==> config.mk <==
export PLATFORM = sky130hd
export DESIGN_NAME = pipe_stage_reg
export DESIGN_NICKNAME = d
export VERILOG_FILES = /design/src/rtl/pipe_stage_reg.sv
export SDC_FILE = /design/constraint.sdc
export NUM_CORES = 1
export LEC_CHECK = 0
export CAP_MARGIN = 10
export CELL_PAD_IN_SITES_DETAIL_PLACEMENT = 0
export CELL_PAD_IN_SITES_GLOBAL_PLACEMENT = 1
export CORE_MARGIN = 10
export CORE_UTILIZATION = 40
export DETAILED_ROUTE_END_ITERATION = 12
export HOLD_SLACK_MARGIN = 0.05
export PLACE_DENSITY = 0.78
export SYNTH_ARGS = -nofsm -noshare
export SYNTH_HDL_FRONTEND = slang
export SYNTH_SLANG_ARGS = --single-unit
==> constraint.sdc <==
create_clock -name clk -period 10.75 [get_ports clk]
set_input_delay 1.6125 -clock clk [delete_from_list [all_inputs] [get_ports clk]]
set_output_delay 1.6125 -clock clk [all_outputs]
set_load 0.1 [all_outputs]
==> src/rtl/pipe_stage_reg.sv <==
// Pipeline stage register with an optional skid entry.
// SKID=1: two entries (head + skid), in_ready is registered and does not
// depend on out_ready combinationally. SKID=0: a single head entry whose
// in_ready is combinational (!out_valid || out_ready).
// The head payload register holds NOP_VAL whenever the stage is empty, so
// out_data presents a bubble to downstream decode without an output mux.
module pipe_stage_reg #(
   parameter int unsigned       DATA_W  = 128,
   parameter logic [DATA_W-1:0] NOP_VAL = '0,
   parameter int unsigned       SKID    = 1
) (
   input  logic              clk,
   input  logic              rst,
   input  logic              in_valid,
   output logic              in_ready,
   input  logic [DATA_W-1:0] in_data,
   input  logic              flush,
   output logic              out_valid,
   input  logic              out_ready,
   output logic [DATA_W-1:0] out_data,
   output logic [1:0]        occupancy
);

   // Encoding equals the number of held entries, so occupancy is the state.
   typedef enum logic [1:0] {
      EMPTY = 2'd0,
      HALF  = 2'd1,
      FULL  = 2'd2
   } state_e;

   state_e            state_q, state_d;
   logic [DATA_W-1:0] head_q, head_d;
   logic [DATA_W-1:0] skid_q, skid_d;
   logic              in_ready_q, in_ready_d;
   logic              accept;
   logic              retire;

   assign out_valid = (state_q != EMPTY);
   assign out_data  = head_q;
   assign occupancy = state_q;
   assign in_ready  = (SKID != 0) ? in_ready_q : (!out_valid || out_ready);
   assign accept    = in_valid && in_ready;
   assign retire    = out_valid && out_ready;

   // Next-state and payload steering for accept/retire/flush.
   always_comb begin
      // NOTE: every output of this block gets a default first so no path leaves it unassigned (no latches).
      state_d = state_q;
      head_d  = head_q;
      skid_d  = skid_q;
      if (flush) begin
         // A same-cycle accept is dropped; a same-cycle retire already
         // happened downstream and needs nothing from us.
         state_d = EMPTY;
         head_d  = NOP_VAL;
      end else begin
         unique case (state_q)
            EMPTY: begin
               if (accept) begin
                  state_d = HALF;
                  head_d  = in_data;
               end
            end
            HALF: begin
               if (accept && retire) begin
                  head_d = in_data;
               end else if (accept) begin
                  // Only reachable with SKID=1: in 1-entry mode an accept
                  // while holding an entry implies a retire.
                  if (SKID != 0) begin
                     state_d = FULL;
                     skid_d  = in_data;
                  end
               end else if (retire) begin
                  state_d = EMPTY;
                  head_d  = NOP_VAL;
               end
            end
            FULL: begin
               // in_ready is low here, so the only event is a retire.
               if (retire) begin
                  state_d = HALF;
                  head_d  = skid_q;
               end
            end
            default: begin
               state_d = EMPTY;
               head_d  = NOP_VAL;
            end
         endcase
      end
      in_ready_d = (state_d != FULL);
   end

   // State, payload and registered ready; async reset empties the stage.
   always_ff @(posedge clk or posedge rst) begin
      // NOTE: sequential state uses non-blocking assignments; payload registers are reset too because out_data must read NOP_VAL while empty.
      if (rst) begin
         state_q    <= EMPTY;
         head_q     <= NOP_VAL;
         skid_q     <= NOP_VAL;
         in_ready_q <= 1'b1;
      end else begin
         state_q    <= state_d;
         head_q     <= head_d;
         skid_q     <= skid_d;
         in_ready_q <= in_ready_d;
      end
   end

endmodule
==> impl_metrics.ini <==
[timing]
min_period_over_period_pct = 47.9
max_slew.worst_pin.slew_ns = 1.06
clock.fmax_mhz = 194
skew_ns = 0.00609
slew_headroom_pct = 29.1
setup_viol = 0
rsz0062_at_grt = false
tns_ns = 0
fin_crit_ns = 5.15
fin_hold_ws_ns = 0.488
final_max_slew_viol_count = 0
finalHoldViolations = 0

[routing]
wl_per_cell_microns = 20.4
via_per_inst = 5.31
routed_wl_mm = 33.4
first_iter_violations = 602
drt-pass1-iter-count = 4
ant_nets = 0
drc = 0
via_count = 8700

[logic_synthesis]
synth_compound_area_share_pct = 15.0
ys_types = 25
syn_avg_cell_area_sq_um = 12.0
ys_ff_latch = 259
synthSimpleGateAreaFrac_pct = 4.59
postSynthCellCount = 1006
ys_seq_area_share_pct = 53.6
synth_top_family_by_area = multiplexers
synth_area_leader_cell = dfrtp_1
synth_fp_nets = 1139
synth_xor_area_share_pct = 0
synth_area_sq_um = 12100
muxShareOfSynthArea_pct = 22.6
synth_top_area_share_pct = 53.3
yosys-top-cells-area = dfrtp_1 (53%), mux2_1 (12%), mux2i_1 (11%)
yosysWarnings = 0
yosys.area_share.adder_pct = 0

[cts]
insertion_delay_ns = 0.54
cts.repair.resized = 0
clockBufferDepth = 3
ctsHoldBuffers = 0
clock_tree.root_cell = clkbuf_16
numCtsBuffers = 29
cts_tree = yes
cts_setup_buffers = 0
numClockSinks = 259
cts.clk_slew.worst_paths_ns = 0.06
htree_levels = 1

[worst_setup_path]
worst_ep_arrival_time_ns = 3.54
worstSetupStartpointType = flop
endpoint_kind = output port
path_max_fanout = 71
crit_required_ns = 9.14
setup.worst_path.class = reg -> out

[pwr]
swShare_pct = 34.2
p_leak_uw = 0.00653
power.share.clock_pct = 30.9
switching_power_uw = 1020
p_int_uw = 1960
vdd_drop_max_mv = 0.114
cellPowerDensity_nw_per_um2 = 190
seq_power_share_pct = 42.8
p_total_uw = 2990
p_comb_share_pct = 26.4

[floorplanning]
die-area_sq_um = 37600
core_area_sq_um = 29700
floorplan.initialDensity_pct = 40.7
io_pins = 265
dieWidth_microns = 194
fp-row-count = 63
die_height_microns = 194

[final_layout]
area_growth_syn_to_layout_pct = 30.0
drive_gt1_share_pct = 4.97
instances_no_fill = 1639
seqCellArea_sq_um = 6490
fillCellCount = 2590
final_cell_area_sq_um = 15700
num-nets-final = 1360
multi_input_area_sq_um = 5130

[worst_hold_path]
hp-class = reg -> reg

[grt]
antenna_found_initial = 3
grt-ovfl-total = 0
grt_max_degree = 116
grt_pass1_vias = 8992
grt_first_pass_wirelength_mm = 53.9
grtUsageTotal_pct = 17.2

[placed_design]
hpwl_mm = 20.8
io_buffers = 264
gp_congestion = 0.746
place_area_sq_um = 14900
place_inst = 1586

[run]
maxCapViolCount = 0

[status]
status = finished clean
==> synth_stat cells <==
library cell,instances
a21o_1,1
a21oi_1,2
a22o_1,128
and2_1,1
and3b_2,1
and4b_1,1
buf_2,51
buf_4,9
buf_6,12
clkbuf_1,14
dfrtp_1,258
dfstp_2,1
inv_1,2
mux2_1,128
mux2_2,1
mux2i_1,128
nand2_1,132
nand3_1,2
nand3b_1,1
nor2_1,1
nor2b_1,1
o21ai_0,128
o21bai_1,1
o41ai_4,1
or2_1,1
==> metrics by stage <==
stage,worst slack [ns],utilization (%)
finish,5.60,52.9
global route,5.40,52.9
CTS,5.51,52.9
detailed placement,5.93,50.0
global placement,5.96,50.0
floorplan,2.01,-
==> flip-flops by register name (all words and copies together), names as in the netlist <==
name	cells
skid_q	128
in_ready	1
occupancy	2
out_data	128
==> critical path, stage by stage (launching register included) <==
cell and delay, ns:
dfrtp_4 0.92, buf_4 0.69, or2_1 0.19, clkdlybuf4s50_1 1.13
==> layout by cell type (no fill, tap or decap), types with 2 or more instances in the layout <==
master,instances
mux2_1,128
mux2i_1,128
a22o_1,128
nand2_1,132
clkinv_2,4
clkdlybuf4s50_1,264
clkbuf_8,5
dfrtp_4,2
clkbuf_1,12
dfrtp_1,256
buf_4,12
clkbuf_16,29
o21ai_0,128
==> kinds of logic after synthesis <==
group	Yosys count
and+or+nand+nor	141
AOI/OAI and AO/OA	261
DFF	259
buffers and inverters	88
muxes	257
==> worst paths after layout <==
check / from / endpoint / slack [ns] / cells after the start
max reg2reg: occupancy[1]$_DFF_PP0_ / skid_q[92]$_DFFE_PP0P_ / 7.04 / 5
min: skid_q[97]$_DFFE_PP0P_ / skid_q[97]$_DFFE_PP0P_ / 0.49 / 1
max in group asynchronous: rst / occupancy[0]$_DFF_PP0_ / 7.52 / 3
min reg2reg: skid_q[97]$_DFFE_PP0P_ / skid_q[97]$_DFFE_PP0P_ / 0.49 / 1
max: occupancy[0]$_DFF_PP0_ / out_valid / 5.60 / 3
min in group asynchronous: rst / out_data[21]$_DFFE_PP0P_ / 1.63 / 2
==> metal layers <==
layer  vias to the layer above  share of wire [%]  wire length (microns)  GRT usage, %
met1                      4367                 47                  15600          23.0
met4                         4                2.1                    714          3.98
met2                       188                 46                  15300          27.4
met5                         -              0.063                     21             0
met3                        42                5.1                   1710          4.15
li1                       4099                  -                      -             -
==> layout make-up <==
type	instances	share of cell area, %
inverter	2	0.0954
timing repair buffer	276	17.4
multi-input combinational	659	32.6
sequential	259	41.2
clock buffer	46	5.34
antenna	1	0.0159
clock inverter	6	0.231
tap	390	3.10
==> power by group through the flow <==
stage	logic [uW]	clock network, uW	registers, uW
after detailed placement	795	0	1290
after global routing	839	985	1300
after global placement	783	0	1290
after CTS	797	948	1280
after floorplan	271	0	1580
final	787	922	1280
Power figures use the tool's default switching activity.
